$ cat config.mk
export PLATFORM = sky130hd
export DESIGN_NAME = usb_tx_arbiter
export DESIGN_NICKNAME = d
export VERILOG_FILES = /design/src/rtl/usb_tx_arbiter_pkg.sv /design/src/rtl/usb_tx_arbiter_rr_priority_select.sv /design/src/rtl/usb_tx_arbiter.sv
export SDC_FILE = /design/constraint.sdc
export NUM_CORES = 1
export LEC_CHECK = 0
export CAP_MARGIN = 30
export CORE_MARGIN = 4
export CORE_UTILIZATION = 48
export CTS_CLUSTER_SIZE = 14
export DETAILED_ROUTE_END_ITERATION = 10
export GPL_TIMING_DRIVEN = 0
export PLACE_DENSITY = 0.8
export SLEW_MARGIN = 20
export SYNTH_ARGS = -nofsm -noshare
export SYNTH_HDL_FRONTEND = slang
export SYNTH_SLANG_ARGS = --single-unit
$ cat constraint.sdc
create_clock -name clk -period 2.59 [get_ports clk]
set_input_delay 0.259 -clock clk [delete_from_list [all_inputs] [get_ports clk]]
set_output_delay 0.259 -clock clk [all_outputs]
set_load 0.02 [all_outputs]
$ cat src/rtl/usb_tx_arbiter_pkg.sv
// Shared constants and types for the USB TX arbiter: header byte codes,
// channel limit, FSM state encoding and the round-robin pointer advance.
package usb_tx_arbiter_pkg;

  localparam logic [7:0] USB_TX_HDR_START    = 8'hA0;
  localparam logic [7:0] USB_TX_HDR_CONT     = 8'hB0;
  localparam int         USB_TX_MAX_CHANNELS = 16;

  typedef enum logic [1:0] {
    ARB_IDLE   = 2'd0,
    ARB_HEADER = 2'd1,
    ARB_DATA   = 2'd2
  } usb_tx_arbiter_state_t;

  // Pointer to the channel after idx, wrapping at n-1.
  function automatic logic [3:0] next_ptr(input logic [3:0] idx, input int n);
    return (int'(idx) >= n - 1) ? 4'd0 : idx + 4'd1;
  endfunction

endpackage

$ cat src/rtl/usb_tx_arbiter_rr_priority_select.sv
// Combinational round-robin picker: first asserted request at or after ptr,
// wrapping at N-1 -> 0. Returns the winner index and a valid flag.
module rr_priority_select
  import usb_tx_arbiter_pkg::*;
#(
  parameter int N = 4
) (
  input  logic [N-1:0] req,
  input  logic [3:0]   ptr,
  output logic [3:0]   idx,
  output logic         valid
);

  logic [N-1:0] rot;

  always_comb begin
    rot   = N'({req, req} >> ptr);
    idx   = '0;
    valid = 1'b0;
    for (int off = 0; off < N; off++) begin
      if (!valid && rot[off]) begin
        valid = 1'b1;
        idx   = (int'(ptr) + off >= N) ? 4'(int'(ptr) + off - N) : 4'(int'(ptr) + off);
      end
    end
  end

endmodule

$ cat src/rtl/usb_tx_arbiter.sv
// Round-robin packet arbiter merging up to 16 byte streams onto one AXIS sink.
// Define USB_TX_ARBITER_HEADER_EN to prefix every grant with a channel header byte.
module usb_tx_arbiter
  import usb_tx_arbiter_pkg::*;
#(
  parameter int NUM_CHANNELS = 4,
  parameter int MAX_BURST    = 256
) (
  input  logic                      clk,
  input  logic                      rst,
  input  logic [NUM_CHANNELS*8-1:0] s_tdata,
  input  logic [NUM_CHANNELS-1:0]   s_tvalid,
  input  logic [NUM_CHANNELS-1:0]   s_tlast,
  output logic [NUM_CHANNELS-1:0]   s_tready,
  output logic [7:0]                m_tdata,
  output logic                      m_tvalid,
  output logic                      m_tlast,
  input  logic                      m_tready,
  output logic [3:0]                grant_id,
  output logic                      busy
);

  usb_tx_arbiter_state_t state;
  logic [3:0]  rr_ptr;
  logic [15:0] burst_cnt;
  logic [3:0]  sel_idx;
  logic        sel_valid;
  logic [7:0]  g_data;
  logic        g_valid;
  logic        g_last;
  logic        at_cap;
  logic        beat;

`ifdef USB_TX_ARBITER_HEADER_EN
  logic [NUM_CHANNELS-1:0] cont;
  logic [7:0]              hdr_byte;
  logic                    sel_cont;
`endif

  rr_priority_select #(.N(NUM_CHANNELS)) u_sel (
    .req   (s_tvalid),
    .ptr   (rr_ptr),
    .idx   (sel_idx),
    .valid (sel_valid)
  );

  always_comb begin
    g_data  = '0;
    g_valid = 1'b0;
    g_last  = 1'b0;
    for (int i = 0; i < NUM_CHANNELS; i++) begin
      if (4'(i) == grant_id) begin
        g_data  = s_tdata[8*i +: 8];
        g_valid = s_tvalid[i];
        g_last  = s_tlast[i];
      end
    end
  end

`ifdef USB_TX_ARBITER_HEADER_EN
  always_comb begin
    sel_cont = 1'b0;
    for (int i = 0; i < NUM_CHANNELS; i++)
      if (4'(i) == sel_idx) sel_cont = cont[i];
  end
`endif

  assign at_cap = (burst_cnt == 16'(MAX_BURST - 1));
  assign beat   = m_tvalid && m_tready;
  assign busy   = (state != ARB_IDLE);

  // Data phase is a pure pass-through of the granted channel; no bubble.
  always_comb begin
    s_tready = '0;
    m_tdata  = '0;
    m_tvalid = 1'b0;
    m_tlast  = 1'b0;
    case (state)
`ifdef USB_TX_ARBITER_HEADER_EN
      ARB_HEADER: begin
        m_tvalid = 1'b1;
        m_tdata  = hdr_byte;
      end
`endif
      ARB_DATA: begin
        m_tdata  = g_data;
        m_tvalid = g_valid;
        m_tlast  = g_last || at_cap;
        for (int i = 0; i < NUM_CHANNELS; i++)
          if (4'(i) == grant_id) s_tready[i] = m_tready;
      end
      default: ;
    endcase
  end

  always_ff @(posedge clk) begin
    if (rst) begin
      state     <= ARB_IDLE;
      rr_ptr    <= '0;
      grant_id  <= '0;
      burst_cnt <= '0;
`ifdef USB_TX_ARBITER_HEADER_EN
      cont      <= '0;
      hdr_byte  <= '0;
`endif
    end else begin
      case (state)
        ARB_IDLE: begin
          if (sel_valid) begin
            grant_id  <= sel_idx;
            burst_cnt <= '0;
`ifdef USB_TX_ARBITER_HEADER_EN
            hdr_byte  <= (sel_cont ? USB_TX_HDR_CONT : USB_TX_HDR_START) | {4'h0, sel_idx};
            state     <= ARB_HEADER;
`else
            state     <= ARB_DATA;
`endif
          end
        end
`ifdef USB_TX_ARBITER_HEADER_EN
        ARB_HEADER: begin
          if (m_tready) state <= ARB_DATA;
        end
`endif
        ARB_DATA: begin
          if (beat) begin
            burst_cnt <= burst_cnt + 16'd1;
            if (g_last || at_cap) begin
`ifdef USB_TX_ARBITER_HEADER_EN
              // A capped burst leaves the packet open; its next header says so.
              for (int i = 0; i < NUM_CHANNELS; i++)
                if (4'(i) == grant_id) cont[i] <= !g_last;
`endif
              rr_ptr <= next_ptr(grant_id, NUM_CHANNELS);
              state  <= ARB_IDLE;
            end
          end
        end
        default: state <= ARB_IDLE;
      endcase
    end
  end

endmodule

; Yosys cells after proc, flatten, opt, wreduce, memory -nomap -nowiden
; Index checks and enable logic that the tools add are counted.
; Widths: inputs -> output; s select.
[word_totals]
word_cells = 83
output_inout_bits = 19
inputBits = 43
reg_bits = 26
[op_classes]
shift = 1
magnitude_cmp = 5
n_mux = 40
eq_ne = 8
addsub = 9
reduce_logical = 16
[ops]
columns = cell, count
row1 = $mux 4, 10
row2 = $mux 8, 5
row3 = $mux 16, 2
row4 = $pmux 16 s2, 1
row5 = $mux 1, 18
row6 = $add 16x1->16 const B, 1
row7 = $eq 16x8->1 const B, 1
row8 = $ge 5x3->1 const B, 3
row9 = $sub 4x4->4 const B, 3
row10 = $add 4x2->5 const B, 2
row11 = $reduce_and 3->1, 3
row12 = $eq 2x4->1 const A, 2
row13 = $shr 8x4->4, 1
row14 = $mux 2, 3
row15 = $ne 2x2->1 const B, 3
row16 = $add 4x1->5 const B, 1
row17 = $add 4x1->4 const B, 1
row18 = $eq 1x4->1 const A, 1
row19 = $ge 4x2->1 const B, 1
row20 = $ge 4x3->1 const B, 1
row21 = $logic_and 1x1->1, 4
row22 = $logic_not 4->1, 1
row23 = $pmux 2 s2, 1
row24 = $reduce_bool 2->1, 2
row25 = other kinds (6), 8

; Longest topological paths before layout
; Gate-level depths: netlist of run 1.
[logic_depth]
ltp_word = 13
ltp_mapped = 9
ltp_nobuf = 9

; Modules after synthesis
; From an unflattened synthesis of run 1, not the netlist that was laid out.
[hier_totals]
hier_cells = 280
hier_area_um2 = 2159.6
[by_module_without_submodules]
columns = mod, cells_per_inst, n_inst, seq_area_each_um2, area_per_inst_um2
row1 = usb_tx_arbiter, 204, 1, 500.5, 1587.8
row2 = rr_priority_select, 76, 1, 0.0, 571.8

; Least setup slack after synthesis of run 1
; No wires, ideal clock.
[synth_timing]
path_kind = flip-flop to flip-flop
start = reg rr_ptr[1]
end = reg grant_id[2]
setup_slack_ns = 0.279
period_less_slack_ns = 2.311
arrival_time_ns = 2.180
required_ns = 2.459
setup_time_ns = 0.131
n_path_buf = 0
stages_incl_launch_ff = 10
path_cell_list = dfxtp_1 > inv_1 > ha_1 > inv_1 > ha_1 > a211o_1 > a21oi_1 > and4b_2 > a311oi_1 > a311oi_1
[synth_via]
elab_chain_len = 12
word_cells_on_any_way = 31
cone_classes = 7 x add/sub / 4 x order compare / 1 x shift / 12 x mux / 7 x reduce/logical
[synth_lines]
columns = element, line_no
row1 = from (decl), usb_tx_arbiter.sv:24  ; logic [3:0] rr_ptr;
row2 = from (signal assigned), usb_tx_arbiter.sv:134  ; rr_ptr <= next_ptr(grant_id, NUM_CHANNELS);
row3 = "parallel branches: the longest is 12 deep, another holds $add 4x1->5", n/a
row4 = to (signal assigned), usb_tx_arbiter.sv:110  ; grant_id <= sel_idx;
row5 = to (decl), usb_tx_arbiter.sv:19  ; output logic [3:0] grant_id,
; Several ways; the timed one is not identified.
; A chain may end at the register's enable or synchronous reset.

; Final worst setup path of run 1
[layout_timing]
start = reg rr_ptr[1]
end = reg grant_id[3]
; Same word-level chain as after synthesis.

==> metrics.md, run 1 <==
| Metric | Value |
|---|---|
| Status | `complete, no violations` |
| Synth top area cells | `dfxtp_1 23%, ha_1 9.7%, nor2_1 5.3%` |
| HP Class | `reg2reg` |
| Pleak | `between 1 and 1.5 nW` |
| Global-route wire length before repair | `between 9 and 10 mm` |
| Final Cycle Share | `approximately 96%` |
| CP bufs+invs | `2` |
| Drt pass-1 iters | `4` |
| Hpwl dp | `approximately 4.7 mm` |
| GRT Residual Overflow | `0` |
| Fmax | `between 0.4 and 0.5 GHz` |
| Synthesized flop and latch total | `25` |
| Mapped Nets | `319` |
| Finished Layout Cells | `~380` |
| Routability cong. | `roughly 0.88` |
| Port Buffers | `between 60 and 70` |
| Ratio of cells with drive above 1 in the final layout | `about 16%` |
| Synth Cell Area | `about 2200 um^2` |
| Die footprint | `5710 um^2` |
| Worst hold slack | `around 530 ps` |
| H-tree levels | `1` |
| Arrival time worst endpoint | `between 2000 and 3000 ps` |
| Slew @ Worst Pin | `569 ps` |
| Routed wire length | `about 6.2 mm` |
| Cell taking the most area after synthesis | `dfxtp_1` |
| Iteration-0 DRC Markers | `96` |
| Critical path data required time | `~2700 ps` |
| Core Box Area | `4380 um^2` |
| Via/cell ratio | `approximately 5.8` |
| CP top delay family | `compound AO/OA/AOI/OAI gates` |
| Critical path class | `reg2reg` |
| Number of diodes | `0` |
| Die Wd | `about 76 um` |
| Synth top area share | `approximately 23%` |
| Vias | `roughly 2,200` |
| Longest Clk Path Bufs | `2` |
| Max Slew Vio Count | `0` |
| DP Cell Count | `between 300 and 400` |
| Number of clock sinks | `25` |
| Starting Density | `49.9%` |
| DRC Markers | `0` |
| Row Count | `24` |
| Final Util | `between 60% and 70%` |
| Number of global-route vias before repair | `about 2,100` |
| WL/cell | `between 15 and 20 um` |
| Pin count of the biggest net entering global routing | `16` |
| Max-Slew Margin vs Limit | `62.0%` |
| Clock transition at path regs | `roughly 90 ps` |
| Synth unique cells | `54` |
| Final setup TNS | `0 ps` |
| Critical Path Sink Type | `flop` |
| Clock root buffer master | `clkbuf_8` |
| Setup Skew | `2.77 ps` |
| Clk_lat worst skew | `about 270 ps` |
| Power Density | `362 nW/um^2` |
| Largest stage delay, worst path | `around 430 ps` |
| Final setup vio count | `0` |
| CTS tree | `yes` |
| Max Cap Viol | `0` |
| Synth-to-layout area growth | `36.5%` |
| Most used DFF post-synth | `dfxtp_1` |
| FFs w/ async S/R, synth | `0%` |
| I/O Pins | `between 60 and 70` |
| Mean Syn Cell Area | `approximately 8.5 um^2` |
| CTS Buf Count | `3` |
| Critical Path Start Type | `flop` |
| VDD IR max | `approximately 0.00027 V` |
| Antenna violations before repair | `0` |
| Fillers | `between 300 and 400` |
| Critical Path, Cell by Cell | `inv_1, ha_1, inv_1, ha_1, a211o_1, a21oi_1, and4b_2, a211oi_1, a311oi_1` |
| Post-synth EDFFs | `0` |
| Yosys warnings | `0` |
| Crit path time final | `around 2500 ps` |
| GRT Resource Usage Total | `21.1%` |
| Fin. Hold Viols | `0` |
| Die Ht | `between 70 and 80 um` |
| Post-Synthesis Cells | `259` |
| CTS Hold Buffers Added | `0` |
| Critical Path Fanout Max | `11` |
| Register area share after synthesis | `roughly 23%` |
| Final ANT Viol Nets | `0` |
| Layout Nets | `385` |
| Crit-path slowest cell | `dfxtp_4` |
## cells by family after synthesis
| kind of cell | after synthesis | share of synthesized area, % |
|---|---|---|
| flip-flops | 25 | 22.9 |
| adder cells (fa/ha/maj) | 17 | 9.71 |
| multiplexers | 6 | 3.77 |
| buffers and inverters | 21 | 5.26 |
| AND/OR/NAND/NOR | 115 | 31.5 |
| XOR/XNOR | 21 | 8.40 |
| AO/OA/AOI/OAI | 54 | 18.5 |
## per-layer routing
metal,routed length (um),GRT usage (%)
met3,624,3.83
met2,2880,37.0
met4,85,5.44
met1,2650,26.7
met5,0,0
## cells in the mapped netlist, types with 3 or more instances
master / count
nand3_1: 8
a311oi_1: 4
and2_1: 4
dfxtp_1: 25
buf_6: 4
nor3_1: 14
inv_1: 10
a21oi_1: 19
nor2_1: 31
clkbuf_1: 5
o21ai_0: 3
a221oi_1: 10
xnor2_1: 8
nand4_1: 4
and4_1: 4
xor2_1: 13
ha_1: 17
and3_1: 4
nand2_1: 15
nor2_4: 10
## cell type report
class / instances / area, um^2 / area share (%)
buffer: 9 / 83.8 / 2.81
clock buffer: 3 / 41.3 / 1.38
clock inverter: 1 / 7.51 / 0.251
inverter: 11 / 41.3 / 1.38
multi-input combinational: 213 / 1630 / 54.7
sequential: 25 / 508 / 17.0
tap: 52 / 65.1 / 2.18
timing repair buffer: 62 / 607 / 20.3
## registers in the layout (all words and copies together), names as in the netlist
name       count
burst_cnt     16
grant_id       4
state          1
rr_ptr         4
## worst reg2reg max path: stages (launching register included)
cell and delay [ps]:
dfxtp_4 430, inv_1 160, ha_1 340, inv_1 70, ha_1 200, a211o_1 330
a21oi_1 200, and4b_2 250, a211oi_1 260, a311oi_1 130
## final timing paths
kind / endpoint / cells after the start / startpoint / slack, ps
worst max-delay path: grant_id[3] / 9 / rr_ptr[1] / 100
worst min register to register: burst_cnt[1] / 2 / burst_cnt[1] / 530
worst max register to register: grant_id[3] / 9 / rr_ptr[1] / 100
worst min-delay path: burst_cnt[1] / 2 / burst_cnt[1] / 530
## cells in the final DEF (no fill, tap or decap), drive strengths merged, types with 3 or more instances in the layout
master and n:
ha 17, clkbuf 5, buf 7, nor2 42
nor2b 3, mux2i 3, a211oi 4, a21oi 19
and3 5, inv 10, xor2 13, o21ai 3
nor3 16, nand2 15, dlygate4sd2 9, nand4 4
nand3 8, a311oi 6, a221oi 10, dfxtp 25
and4 4, and2 4, xnor2 8, clkdlybuf4s50 51
nand2b 3
## through the flow
stage | setup WS [ps] | instance area [um^2] | total power [mW]
floorplan | 279 | 2190 | 0.646
global placement | -190 | 2870 | 0.815
detailed placement | -194 | 2870 | 0.820
CTS | 3.03 | 2930 | 1.06
global route | -1.13 | 2990 | 1.14
finish | 97.2 | 2990 | 1.08
## power by group
group | internal [mW] | switching [mW]
Sequential | 0.392 | 0.0151
Clock | 0.109 | 0.132
Combinational | 0.206 | 0.228
## what timing repair did
item,CTS,global route
buffers inserted,1,0
gates cloned,0,0
gates resized for setup,20,17
pin swaps,1,1
setup endpoints to repair,13,12
Note: power is estimated with default switching activity, not from simulation.
==> inputs of run 2 (changes only) <==
- HOLD_SLACK_MARGIN: unset -> 0.15
- MAX_ROUTING_LAYER: unset -> met4
==> run 2 against run 1 <==
Compared with the run above: die area unchanged; largest power group unchanged; first-iteration DRC count decreased by 7.3%; highest routed layer unchanged; clock skew down 0.97 ps; power rose by 0.19%; largest cell class unchanged.
==> metrics.md, run 2 (synthesis results as in run 1) <==
| Metric | Value |
|---|---|
| Status | `complete, no violations (unchanged)` |
| Vias | `2,175 (was 2,173)` |
| Number of clock sinks | `25 (unchanged)` |
| Slew @ Worst Pin | `569 ps (about the same)` |
| Placement-stage cell area | `2870 um^2 (unchanged)` |
| Die Ht | `75.5 um (unchanged)` |
| Critical Path Start Type | `flop (unchanged)` |
| Iteration-0 DRC Markers | `89 (was 96)` |
| Regs by FF count | `burst_cnt (16), grant_id (4), rr_ptr (4) (unchanged)` |
| Design Area, Final | `2990 um^2 (unchanged)` |
| Hold path startpoint | `burst_cnt[1] (unchanged)` |
| Arrival time worst endpoint | `2640 ps (was 2630 ps)` |
| Longest Clk Path Bufs | `2 (unchanged)` |
| HP Class | `reg2reg (unchanged)` |
| Core Box Area | `4380 um^2 (unchanged)` |
| Global-route wire length before repair | `9.46 mm (was 9.45 mm)` |
| Row Count | `24 (unchanged)` |
| Pin count of the biggest net entering global routing | `16 (unchanged)` |
| Critical path class | `reg2reg (unchanged)` |
| Die Wd | `75.5 um (unchanged)` |
| Critical R2R Launch | `rr_ptr[1] (unchanged)` |
| Critical Path Sink Type | `flop (unchanged)` |
| Most common cell after layout, fill and taps aside | `clkdlybuf4s50_1 (unchanged)` |
| Ratio of cells with drive above 1 in the final layout | `16.0% (unchanged)` |
| DRC Markers | `0 (unchanged)` |
| Final ANT Viol Nets | `0 (unchanged)` |
| Layout Nets | `385 (unchanged)` |
| WL/cell | `16.6 um (about the same)` |
| Clock root buffer master | `clkbuf_8 (unchanged)` |
| Crit Reg-Reg Endpoint | `grant_id[3] (unchanged)` |
| Commonest cells after routing, fill and taps aside | `51 x clkdlybuf4s50_1, 31 x nor2_1, 23 x dfxtp_1 (unchanged)` |
| CTS Buf Count | `3 (unchanged)` |
| Hpwl dp | `4.67 mm (unchanged)` |
| Drt pass-1 iters | `4 (unchanged)` |
| Final Cycle Share | `96.6% (was 96.2%)` |
| Power Density | `363 nW/um^2 (was 362 nW/um^2)` |
| Critical path data required time | `2730 ps (about the same)` |
| CTS tree | `yes (unchanged)` |
| Crit path time final | `2500 ps (was 2490 ps)` |
| I/O Pins | `62 (unchanged)` |
| GRT Resource Usage Total | `21.8% (was 21.1%)` |
| WHS Endpoint | `burst_cnt[1] (unchanged)` |
| R2r setup slk | `90 ps (was 100 ps)` |
| VDD IR max | `0.000272 V (was 0.000270 V)` |
| Reg2Reg Depth | `9 (unchanged)` |
| Port Buffers | `61 (unchanged)` |
| Starting Density | `49.9% (unchanged)` |
| Synth-to-layout area growth | `36.5% (unchanged)` |
| Hold-critical path depth | `2 (unchanged)` |
| Final setup vio count | `0 (unchanged)` |
| Antenna violations before repair | `0 (unchanged)` |
| Fin. Hold Viols | `0 (unchanged)` |
| Die footprint | `5710 um^2 (unchanged)` |
| Pleak | `1.13 nW (unchanged)` |
| CTS Hold Buffers Added | `0 (unchanged)` |
| Power Total | `1.08 mW (about the same)` |
| Max Cap Viol | `0 (unchanged)` |
| Clock transition at path regs | `90 ps (about the same)` |
| GRT Residual Overflow | `0 (unchanged)` |
| Routed wire length | `6.25 mm (was 6.24 mm)` |
| Clk_lat worst skew | `270 ps (about the same)` |
| Routability cong. | `0.891 (was 0.876)` |
| Number of diodes | `0 (unchanged)` |
| Critical Path Fanout Max | `11 (unchanged)` |
| Number of global-route vias before repair | `2,117 (was 2,118)` |
| Via/cell ratio | `5.78 (about the same)` |
| Fmax | `0.400 GHz (was 0.401 GHz)` |
| Largest register FFs | `16 (unchanged)` |
| Most flop-heavy register | `burst_cnt (unchanged)` |
| H-tree levels | `1 (unchanged)` |
| Max-Slew Margin vs Limit | `62.0% (about the same)` |
| Setup Skew | `1.80 ps (was 2.77 ps)` |
| Final Util | `68.2% (unchanged)` |
| Worst hold slack | `525 ps (was 531 ps)` |
| Max Slew Vio Count | `0 (unchanged)` |
## run 2: per-stage QoR
| stage | setup TNS (ps) | instances | setup WS [ps] |
|---|---|---|---|
| after floorplan | 0 | 259 | 279 |
| after global placement | -1760 | 372 | -190 |
| after detailed placement | -1840 | 372 | -194 |
| after CTS | 0 | 377 | 3.03 |
| after global routing | -1.13 | 376 | -1.13 |
| final | 0 | 376 | 88.9 |
## run 2: power by group
group,switching [mW],internal (mW)
sequential,0.0150,0.392
combinational,0.228,0.206
clock,0.135,0.109
## run 2: cell type report
type                    instances  area, um^2
multi-input cells             213        1630
fillers                       385        1400
repair buffers                 62         607
flip-flops and latches         25         508
plain buffers                   9        83.8
well taps                      52        65.1
clock buffers                   3        41.3
inverters                      11        41.3
clock inverters                 1        7.51
## run 2: how the worst max path moves through the flow
stage | from | endpoint | depth (start not counted)
after global routing | grant_id[1] | s_tready[3] | 6
after CTS | grant_id[1] | m_tdata[5] | 10
after global placement | grant_id[1] | m_tdata[0] | 10
final | rr_ptr[1] | grant_id[3] | 9
after floorplan | rr_ptr[1] | grant_id[2] | 9
after detailed placement | grant_id[1] | m_tdata[5] | 10
## run 2: layer usage
layer	vias to the layer above	routed length, um	track usage [%]	part of all wire (%)
met1	999	2620	26.7	42
met3	9	636	3.83	10
met5	-	0	-	0
li1	1081	-	-	-
met2	86	2920	37.0	47
met4	0	70	5.44	1.1
## run 2: critical path, stage by stage, from the launching register on
cell,delay (ps)
dfxtp_4,440
inv_1,160
ha_1,340
inv_1,70
ha_1,200
a211o_1,330
a21oi_1,200
and4b_2,250
a211oi_1,260
a311oi_1,130
## run 2: repair_timing
action                     in CTS  in global routing
setup endpoints to repair      13                 12
pin swaps                       1                  1
gates resized for setup        20                 17
buffers inserted                1                  0
gates cloned                    0                  0
